--- config.mk ---
export PLATFORM = sky130hd
export DESIGN_NAME = bk_sector_sequencer
export DESIGN_NICKNAME = d
export VERILOG_FILES = /design/src/rtl/bk_sector_sequencer.sv
export SDC_FILE = /design/constraint.sdc
export NUM_CORES = 1
export LEC_CHECK = 0
export ABC_AREA = 1
export BUFFER_PORTS_ARGS = -buffer_cell sky130_fd_sc_hd__buf_2
export CAP_MARGIN = 10
export CELL_PAD_IN_SITES_DETAIL_PLACEMENT = 0
export CELL_PAD_IN_SITES_GLOBAL_PLACEMENT = 1
export CORE_MARGIN = 2
export CORE_UTILIZATION = 30
export DETAILED_ROUTE_END_ITERATION = 7
export PLACE_DENSITY_LB_ADDON = 0.1
export SLEW_MARGIN = 20
export SYNTH_ARGS = -nofsm -noshare
export SYNTH_HDL_FRONTEND = slang
export SYNTH_SLANG_ARGS = --single-unit
--- constraint.sdc ---
create_clock -name clk_sys -period 1.95 [get_ports clk_sys]
set_input_delay 0.195 -clock clk_sys [delete_from_list [all_inputs] [get_ports clk_sys]]
set_output_delay 0.195 -clock clk_sys [all_outputs]
set_load 0.1 [all_outputs]
--- src/rtl/bk_sector_sequencer.sv ---
// bk_sector_sequencer
//
// Moves save-state backup data between the system backup RAM and the
// HPS-mounted save image, one 512-byte sector at a time. The sequencer arms
// itself when a writable save image is mounted during ROM download. It edge
// detects load/save menu requests and walks all 2**SECTOR_BITS sectors of the
// selected slot through the sd_lba/sd_rd/sd_wr/sd_ack handshake.
//
// Parameters
//   SECTOR_BITS  log2 sectors per slot
//   SLOT_BITS    save slot select width
//   TIMEOUT_W    ack watchdog width; a transfer aborts after 2**TIMEOUT_W-1
//                cycles without an sd_ack edge
//
// Ports
//   clk_sys       in   system clock
//   RESET_n       in   asynchronous active-low reset
//   dl_active     in   ROM download in progress (level)
//   img_mounted   in   image-mounted strobe
//   img_size_nz   in   mounted image size is non-zero
//   img_readonly  in   mounted image is read-only
//   load_req      in   load-state request level
//   save_req      in   save-state request level
//   slot          in   save slot, sampled when a request is accepted
//   sd_ack        in   sector ack, high while the HPS transfers a sector
//   sd_lba        out  {slot, sector}, zero-extended to 32 bits
//   sd_rd         out  sector read request (load)
//   sd_wr         out  sector write request (save)
//   bk_ena        out  save image armed
//   busy          out  transfer in progress
//   loading       out  load in progress (console held in reset)
//   err           out  last transfer aborted by the watchdog (sticky)

module bk_sector_sequencer #(
    parameter int SECTOR_BITS = 6,
    parameter int SLOT_BITS   = 2,
    parameter int TIMEOUT_W   = 24
) (
    input  logic                 clk_sys,
    input  logic                 RESET_n,
    input  logic                 dl_active,
    input  logic                 img_mounted,
    input  logic                 img_size_nz,
    input  logic                 img_readonly,
    input  logic                 load_req,
    input  logic                 save_req,
    input  logic [SLOT_BITS-1:0] slot,
    input  logic                 sd_ack,
    output logic [31:0]          sd_lba,
    output logic                 sd_rd,
    output logic                 sd_wr,
    output logic                 bk_ena,
    output logic                 busy,
    output logic                 loading,
    output logic                 err
);

    localparam int LBA_W = SLOT_BITS + SECTOR_BITS;

    typedef enum logic [1:0] {
        ST_IDLE = 2'd0,
        ST_REQ  = 2'd1,
        ST_XFER = 2'd2
    } state_t;

    state_t                 state_q;
    logic                   dl_q;
    logic                   ld_q;
    logic                   sv_q;
    logic                   ack_q;
    logic [SLOT_BITS-1:0]   slot_q;
    logic [SECTOR_BITS-1:0] sector_q;
    logic                   dir_q;      // 1 = load (read image), 0 = save
    logic                   rd_q;
    logic                   wr_q;
    logic                   bk_ena_q;
    logic                   busy_q;
    logic                   loading_q;
    logic                   err_q;
    logic [TIMEOUT_W-1:0]   wdog_q;

    logic                   dl_rise;
    logic                   ld_rise;
    logic                   sv_rise;
    logic                   ack_rise;
    logic                   ack_fall;
    logic                   arm_set;
    logic                   accept;
    logic [TIMEOUT_W-1:0]   wdog_inc;
    logic                   wdog_expire;

    assign dl_rise  = dl_active & ~dl_q;
    assign ld_rise  = load_req & ~ld_q;
    assign sv_rise  = save_req & ~sv_q;
    assign ack_rise = sd_ack & ~ack_q;
    assign ack_fall = ~sd_ack & ack_q;
    assign arm_set  = dl_active & img_mounted & img_size_nz & ~img_readonly;

    // Rises outside IDLE or while unarmed are simply lost; nothing is queued.
    assign accept = (state_q == ST_IDLE) & bk_ena_q & (ld_rise | sv_rise);

    // Abort on the cycle the counter would reach all ones, so the request
    // is withdrawn exactly 2**TIMEOUT_W-1 cycles after the last ack edge.
    assign wdog_inc    = wdog_q + 1'b1;
    assign wdog_expire = &wdog_inc;

    always_ff @(posedge clk_sys or negedge RESET_n) begin
        if (!RESET_n) begin
            state_q   <= ST_IDLE;
            dl_q      <= 1'b0;
            ld_q      <= 1'b0;
            sv_q      <= 1'b0;
            ack_q     <= 1'b0;
            slot_q    <= '0;
            sector_q  <= '0;
            dir_q     <= 1'b0;
            rd_q      <= 1'b0;
            wr_q      <= 1'b0;
            bk_ena_q  <= 1'b0;
            busy_q    <= 1'b0;
            loading_q <= 1'b0;
            err_q     <= 1'b0;
            wdog_q    <= '0;
        end else begin
            dl_q  <= dl_active;
            ld_q  <= load_req;
            sv_q  <= save_req;
            ack_q <= sd_ack;

            // A mount in the same cycle as the download edge keeps the image armed.
            if (arm_set) begin
                bk_ena_q <= 1'b1;
            end else if (dl_rise) begin
                bk_ena_q <= 1'b0;
            end

            case (state_q)
                ST_IDLE: begin
                    if (accept) begin
                        // Load wins when both requests rise together.
                        slot_q    <= slot;
                        sector_q  <= '0;
                        dir_q     <= ld_rise;
                        rd_q      <= ld_rise;
                        wr_q      <= ~ld_rise;
                        busy_q    <= 1'b1;
                        loading_q <= ld_rise;
                        err_q     <= 1'b0;
                        wdog_q    <= '0;
                        state_q   <= ST_REQ;
                    end
                end

                ST_REQ: begin
                    if (ack_rise) begin
                        rd_q    <= 1'b0;
                        wr_q    <= 1'b0;
                        wdog_q  <= '0;
                        state_q <= ST_XFER;
                    end else if (wdog_expire) begin
                        rd_q      <= 1'b0;
                        wr_q      <= 1'b0;
                        busy_q    <= 1'b0;
                        loading_q <= 1'b0;
                        err_q     <= 1'b1;
                        wdog_q    <= '0;
                        state_q   <= ST_IDLE;
                    end else begin
                        wdog_q <= wdog_inc;
                    end
                end

                ST_XFER: begin
                    if (ack_fall) begin
                        wdog_q <= '0;
                        if (&sector_q) begin
                            busy_q    <= 1'b0;
                            loading_q <= 1'b0;
                            state_q   <= ST_IDLE;
                        end else begin
                            // Sector field wraps on its own; the slot never changes.
                            sector_q <= sector_q + 1'b1;
                            rd_q     <= dir_q;
                            wr_q     <= ~dir_q;
                            state_q  <= ST_REQ;
                        end
                    end else if (wdog_expire) begin
                        rd_q      <= 1'b0;
                        wr_q      <= 1'b0;
                        busy_q    <= 1'b0;
                        loading_q <= 1'b0;
                        err_q     <= 1'b1;
                        wdog_q    <= '0;
                        state_q   <= ST_IDLE;
                    end else begin
                        wdog_q <= wdog_inc;
                    end
                end

                default: begin
                    rd_q    <= 1'b0;
                    wr_q    <= 1'b0;
                    busy_q  <= 1'b0;
                    state_q <= ST_IDLE;
                end
            endcase
        end
    end

    assign sd_lba  = {{(32-LBA_W){1'b0}}, slot_q, sector_q};
    assign sd_rd   = rd_q;
    assign sd_wr   = wr_q;
    assign bk_ena  = bk_ena_q;
    assign busy    = busy_q;
    assign loading = loading_q;
    assign err     = err_q;

endmodule

### Yosys cells after proc, flatten, opt, wreduce, memory -nomap -nowiden

Index checks and enable logic that the tools add are counted.

* flip-flop bits (word level): 45
* input bits: 11
* output and inout port bits: 38
* word-level logic and storage cells: 102

* $add $sub $neg: 2
* equal/unequal tests: 9
* mux-type cells: 44
* bitwise logic cells: 19
* reductions and logical operators: 13

Operator list (number)
* $mux 24: 4
* $pmux 24 s3: 1
* $mux 1: 25
* $add 24x1->24 const B: 1
* $reduce_and 24->1: 1
* $mux 6: 3
* $pmux 1 s3: 5
* $pmux 6 s2: 1
* $reduce_and 4->1: 3
* $and 1x1->1: 10
* $ne 2x2->1 const B: 5
* $mux 2: 4
* $not 1->1: 8
* $add 6x1->6 const B: 1
* $ne 3x3->1 const B: 2
* $pmux 2 s3: 1
* $reduce_and 2->1: 3
* $reduce_and 6->1: 1
* $reduce_bool 2->1: 2
* $reduce_and 3->1: 1
* $reduce_bool 3->1: 1
* $eq 2x1->1 const B: 1
* $eq 2x2->1 const B: 1
* $logic_not 2->1: 1
* $or 1x1->1: 1

### Depth between registers and ports, before layout

* depth in word-level cells: 6
* depth in mapped cells: 17
* gate-level depth less buffers: 16

### Least setup slack after synthesis

Ideal clock, no wire load.

* path kind: register to register
* start point: register sector_q[1]
* end point: register sector_q[4]
* arrival time: 2129 ps
* required time: 1830 ps
* path slack: -299 ps
* cell stages (with the launch flop): 11
* path buffers: 0
* clock period less this slack: 2249 ps
* path through: dfrtp_1 -> ha_1 -> nand4_1 -> nand2_1 -> o21ai_0 -> nand2_1 -> clkinv_1 -> nand3_1 -> o21bai_1 -> o21ai_0 -> nor2_1

* cells in the longest elaborated chain, start to end: 4
* elaborated cells on any way between the ends: 7
* those cells by class: 1 x add/sub; 1 x eq/ne; 3 x mux; 2 x reduce/logical

RTL lines
* start, declared: RTL line 72 `logic [SECTOR_BITS-1:0] sector_q;`
* start signal, assigned: RTL line 182 `sector_q <= sector_q + 1'b1;`
* $add 6x1->6: RTL line 182
* $mux 6: RTL line 176 `if (&sector_q) begin`
* $mux 6: RTL line 174 `if (ack_fall) begin`
* $pmux 6 s2: RTL line 137 `case (state_q)`

Parallel ways exist; a longest one is shown, timed or not. The select of a mux whose other input is x is not followed.
A chain may end at the register's enable or synchronous reset.

### Final worst setup path

* start point: register wdog_q[0]
* end point: register state_q[1]

* cells in the longest elaborated chain, start to end: 5
* elaborated cells on any way between the ends: 6
* those cells by class: 1 x add/sub; 4 x mux; 1 x reduce/logical

RTL lines
* start, declared: RTL line 80 `logic [TIMEOUT_W-1:0] wdog_q;`
* start signal, assigned: RTL line 169 `wdog_q <= wdog_inc;`
* start signal, assigned: RTL line 196 `wdog_q <= wdog_inc;`
* $add 24x1->24 *: RTL line 104 `assign wdog_inc = wdog_q + 1'b1;`
* $reduce_and 24->1 *: RTL line 105 `assign wdog_expire = &wdog_inc;`
* $mux 2 *
* $mux 2 (on tied branches)
* $pmux 2 s3 *
* end signal, assigned: RTL line 109 `state_q <= ST_IDLE;`
* end signal, assigned: RTL line 150 `state_q <= ST_REQ;`
* end signal, assigned: RTL line 159 `state_q <= ST_XFER;`
* end, declared: RTL line 66 `state_t state_q;`

Every way passes the cells marked *; elsewhere a longest branch is shown, timed or not.

==> reports/qor.csv <==
stage;metric;value;unit
synthesis;Ys Warns;0;
power;internal power component;2.031;mW
clock_network;Clock Sinks;45;
floorplan;Die Y-Extent;104.4;um
floorplan;Die Area;0.01090;mm^2
timing;fin. max-slew vios;0;
synthesis;register area share after synthesis;0.3722;
timing;# setup viols final;31;
timing;unrepaired setup endpoints after global routing;true;
power;Peak supply drop;0.8851;mV
timing;final setup TNS;-2.779;ns
setup_path;R2R setup slack;-0.15;ns
layout;sequential cell area;0.001135;mm^2
timing;min Tclk post-route;2.098;ns
global_routing;gr ovfl total;0;
setup_path;crit path DAT;2.30;ns
power;Switching Fraction;0.4935;
synthesis;Post-synth EDFFs;0;
run_status;status;finished with violations;
global_routing;largest net degree at the start of global routing;46;
power;Clk pwr share;0.191;
timing;Setup Skew;0.01293;ns
synthesis;post-synth cell types;32;
layout;Fill cells;1056;
synthesis;post-synth top area cell;dfrtp_1;
synthesis;top_reg_cell synth;dfrtp_1;
synthesis;most frequent cells after synthesis;119 x nand2_1, 58 x inv_1, 45 x dfrtp_1, 45 x nor2_1, 28 x nand3_1;
route;Pre-Repair DR Iteration Count;4;
route;DR vias/cell;4.296;
timing;Final Cycle Share;1.076;
placement;dpl ws;-0.2985;ns
layout;nets@finish;542;
synthesis;syn avg cell area;7.119;um^2
setup_path;worst endpoint required time;2.15;ns
min_path;worst hold start;load_req;
global_routing;first-pass GRT wire length;13.39;mm
power;pwr/cell area;976.8;mW/mm^2
run_status;failing checks;negative setup slack;
min_path;hold endpoint;ld_q$_DFF_PN0_;
setup_path;WP buf/inv;3;
power;Reg power frac;0.283;
setup_path;Worst Reg-to-Reg Cells;17;
setup_path;CP endpoint kind;flip-flop;
route;Routed wire per std cell;12.00;um
global_routing;vias in the first global route;2829;
power;Logic pwr share;0.527;
clock_network;Clock Root Buffer;clkbuf_8;
min_path;Worst Hold Path Cells;1;
setup_path;R2R Path Start;wdog_q[0]$_DFFE_PN0P_;
global_routing;total track usage;0.1519;
setup_path;Worst setup SP type;flip-flop;
global_routing;initial antenna violation count;0;
floorplan;Ports;49;
synthesis;flops & latches, synth;45;
setup_path;critical-path cell list;buf_4 -> inv_4 -> nor2_8 -> nand2_4 -> nand2_1 -> nand2_1 -> nor2_1 -> nand2_1 -> nor2_4 -> nand2_2 -> nor2_4 -> nand2_4 -> buf_12 -> nand2_2 -> nand2_1 -> nand2_1 -> nand2_1;
route;DRC viols;0;
setup_path;Crit path top cell by count;nand2_1;
route;Via Count;2827;
floorplan;# rows;36;
power;Switch Pwr;1.978;mW
placement;Post-DP HPWL;5.921;mm
floorplan;Starting Density;0.3095;
route;final wirelength;7.898;mm
flow_run;maximum capacitance violations;0;
setup_path;crit path kind;flip-flop to flip-flop;
layout;area of the multi-input gates;0.001710;mm^2
route;initial drt markers;77;
setup_path;crit-path max FO;6;
clock_network;cts bufs inserted;5;
layout;share of cells above drive strength 1;0.3219;
clock_network;CTS tree;done;
layout;area grow syn2layout;35.65;%
synthesis;Mapped Area;0.003025;mm^2
clock_network;CTS clk-pin slew, worst paths;0.10;ns
setup_path;Crit path max-delay family;simple AND/OR/NAND/NOR gates;
timing;Final Hold Vio Count;0;
placement;Routability Congestion;0.7930;
setup_path;CP peak stage delay;0.41;ns
layout;ANT cells;0;
timing;setup slack after layout;-0.1484;ns
min_path;hold crit path type;input pin to flip-flop;
floorplan;width of the chip;104.4;um
power;Pleak;2.038;nW
clock_network;clk_lat worst skew;0.31;ns
synthesis;top-count cell post-synth;nand2_1;
clock_network;H-tree lvl count;2;
floorplan;Core Footprint;0.009774;mm^2
synthesis;Synth area leaders;dfrtp_1 37%, nand2_1 15%, inv_1 7.2%;
route;Routed Antenna Nets;0;
placement;Buffers on Ports;24;
synthesis;Async SR Flop Fraction;1.000;
clock_network;clk buf depth;2;
timing;fmax;0.4766;GHz
setup_path;CP max-delay cell;dfrtp_1;
setup_path;reg2reg end;state_q[1]$_DFFE_PN0P_;
synthesis;post-synth top area share;0.3722;
synthesis;Syn Inst Count;425;
==> cell type report <==
| class | count | area share |
|---|---|---|
| sequential | 45 | 0.2765 |
| tap | 133 | 0.04055 |
| clock buffer | 7 | 0.02104 |
| inverter | 62 | 0.05732 |
| timing repair buffer | 97 | 0.1805 |
| clock inverter | 1 | 0.007317 |
| multi-input combinational | 313 | 0.4168 |
==> layout by cell type, fill, tap and decap left out, types with 3 or more instances in the layout <==
master,synthesis,routed
nand2_1,119,108
o21ai_0,26,14
dfrtp_2,0,7
nand3_1,28,21
dfrtp_1,45,38
clkbuf_8,0,6
inv_1,58,58
a21oi_1,5,3
a21oi_2,1,3
nand4_1,4,4
conb_1,1,24
buf_2,2,24
nor2_2,5,5
buf_12,0,5
buf_4,24,65
ha_1,7,6
o21ai_1,2,13
o22ai_1,16,16
nand3_2,2,8
nand2_2,10,15
inv_2,3,3
nand2_4,3,8
nor2_1,45,40
nor2_4,5,10
==> worst register-to-register path: cells and delay by family (launching register included) <==
family                 cells  cell delay, ns
and+or+nand+nor           14            1.23
DFF                        1            0.41
buffers and inverters      3            0.36
==> worst max path at each step <==
stage / start / end / slack [ns] / cells past startpoint
global route: wdog_q[1]$_DFFE_PN0P_ / state_q[0]$_DFFE_PN0P_ / -0.34 / 17
detailed placement: wdog_q[1]$_DFFE_PN0P_ / wdog_q[15]$_DFFE_PN0P_ / -0.30 / 14
floorplan: wdog_q[1]$_DFFE_PN0P_ / sd_wr$_DFFE_PN0P_ / 0.02 / 17
finish: wdog_q[0]$_DFFE_PN0P_ / state_q[1]$_DFFE_PN0P_ / -0.15 / 17
global placement: wdog_q[1]$_DFFE_PN0P_ / wdog_q[1]$_DFFE_PN0P_ / -0.24 / 14
CTS: wdog_q[1]$_DFFE_PN0P_ / state_q[1]$_DFFE_PN0P_ / -0.20 / 15
==> kinds of logic after synthesis <==
group | share of synthesized area
buffers and inverters | 0.1472
AOI/OAI and AO/OA | 0.09802
other | 0.001240
and+or+nand+nor | 0.3466
xor gates and xnor gates | 0.005791
adders and majority gates | 0.02895
DFF | 0.3722
==> metrics by stage <==
step	util	cells	cell area (um^2)	power, mW	hold slack [ns]
final	0.4199	658	4104	4.009	0.01046
after global routing	0.4199	658	4104	4.284	0.002723
after CTS	0.4073	653	3981	4.038	0.002542
after detailed placement	0.3795	639	3710	3.195	0.2068
after global placement	0.3795	639	3710	3.205	0.2049
after floorplan	-	448	3120	2.638	-0.1006
==> power by group through the flow <==
stage	clock (mW)	combinational [mW]	sequential, mW
after floorplan	0	0.969	1.67
after global placement	0	2.06	1.14
after detailed placement	0	2.05	1.14
after CTS	0.791	2.12	1.13
after global routing	0.816	2.31	1.15
final	0.764	2.11	1.13
==> registers in the layout, indices dropped and copies added, names as in the netlist, 2 cells and up <==
signal / cells
wdog_q: 24
sector_q: 6
slot_q: 2
state_q: 2
==> timing repair <==
action / in CTS / in global routing
hold buffers: 1 / 0
setup endpoints to repair: 31 / 37
resized for setup: 34 / 23
gates cloned: 0 / 0
buffers inserted: 5 / 5
hold endpoints to repair: 45 / 0
pin swaps: 17 / 20
==> per-layer routing <==
layer / share of wire / vias to the layer above / GRT usage
met3: 0.025 / 10 / 0.02444
li1: - / 1487 / -
met1: 0.49 / 1291 / 0.2019
met2: 0.47 / 39 / 0.2521
met4: 0.013 / 0 / 0.04730
met5: 0 / - / 0
Power figures use the tool's default switching activity.
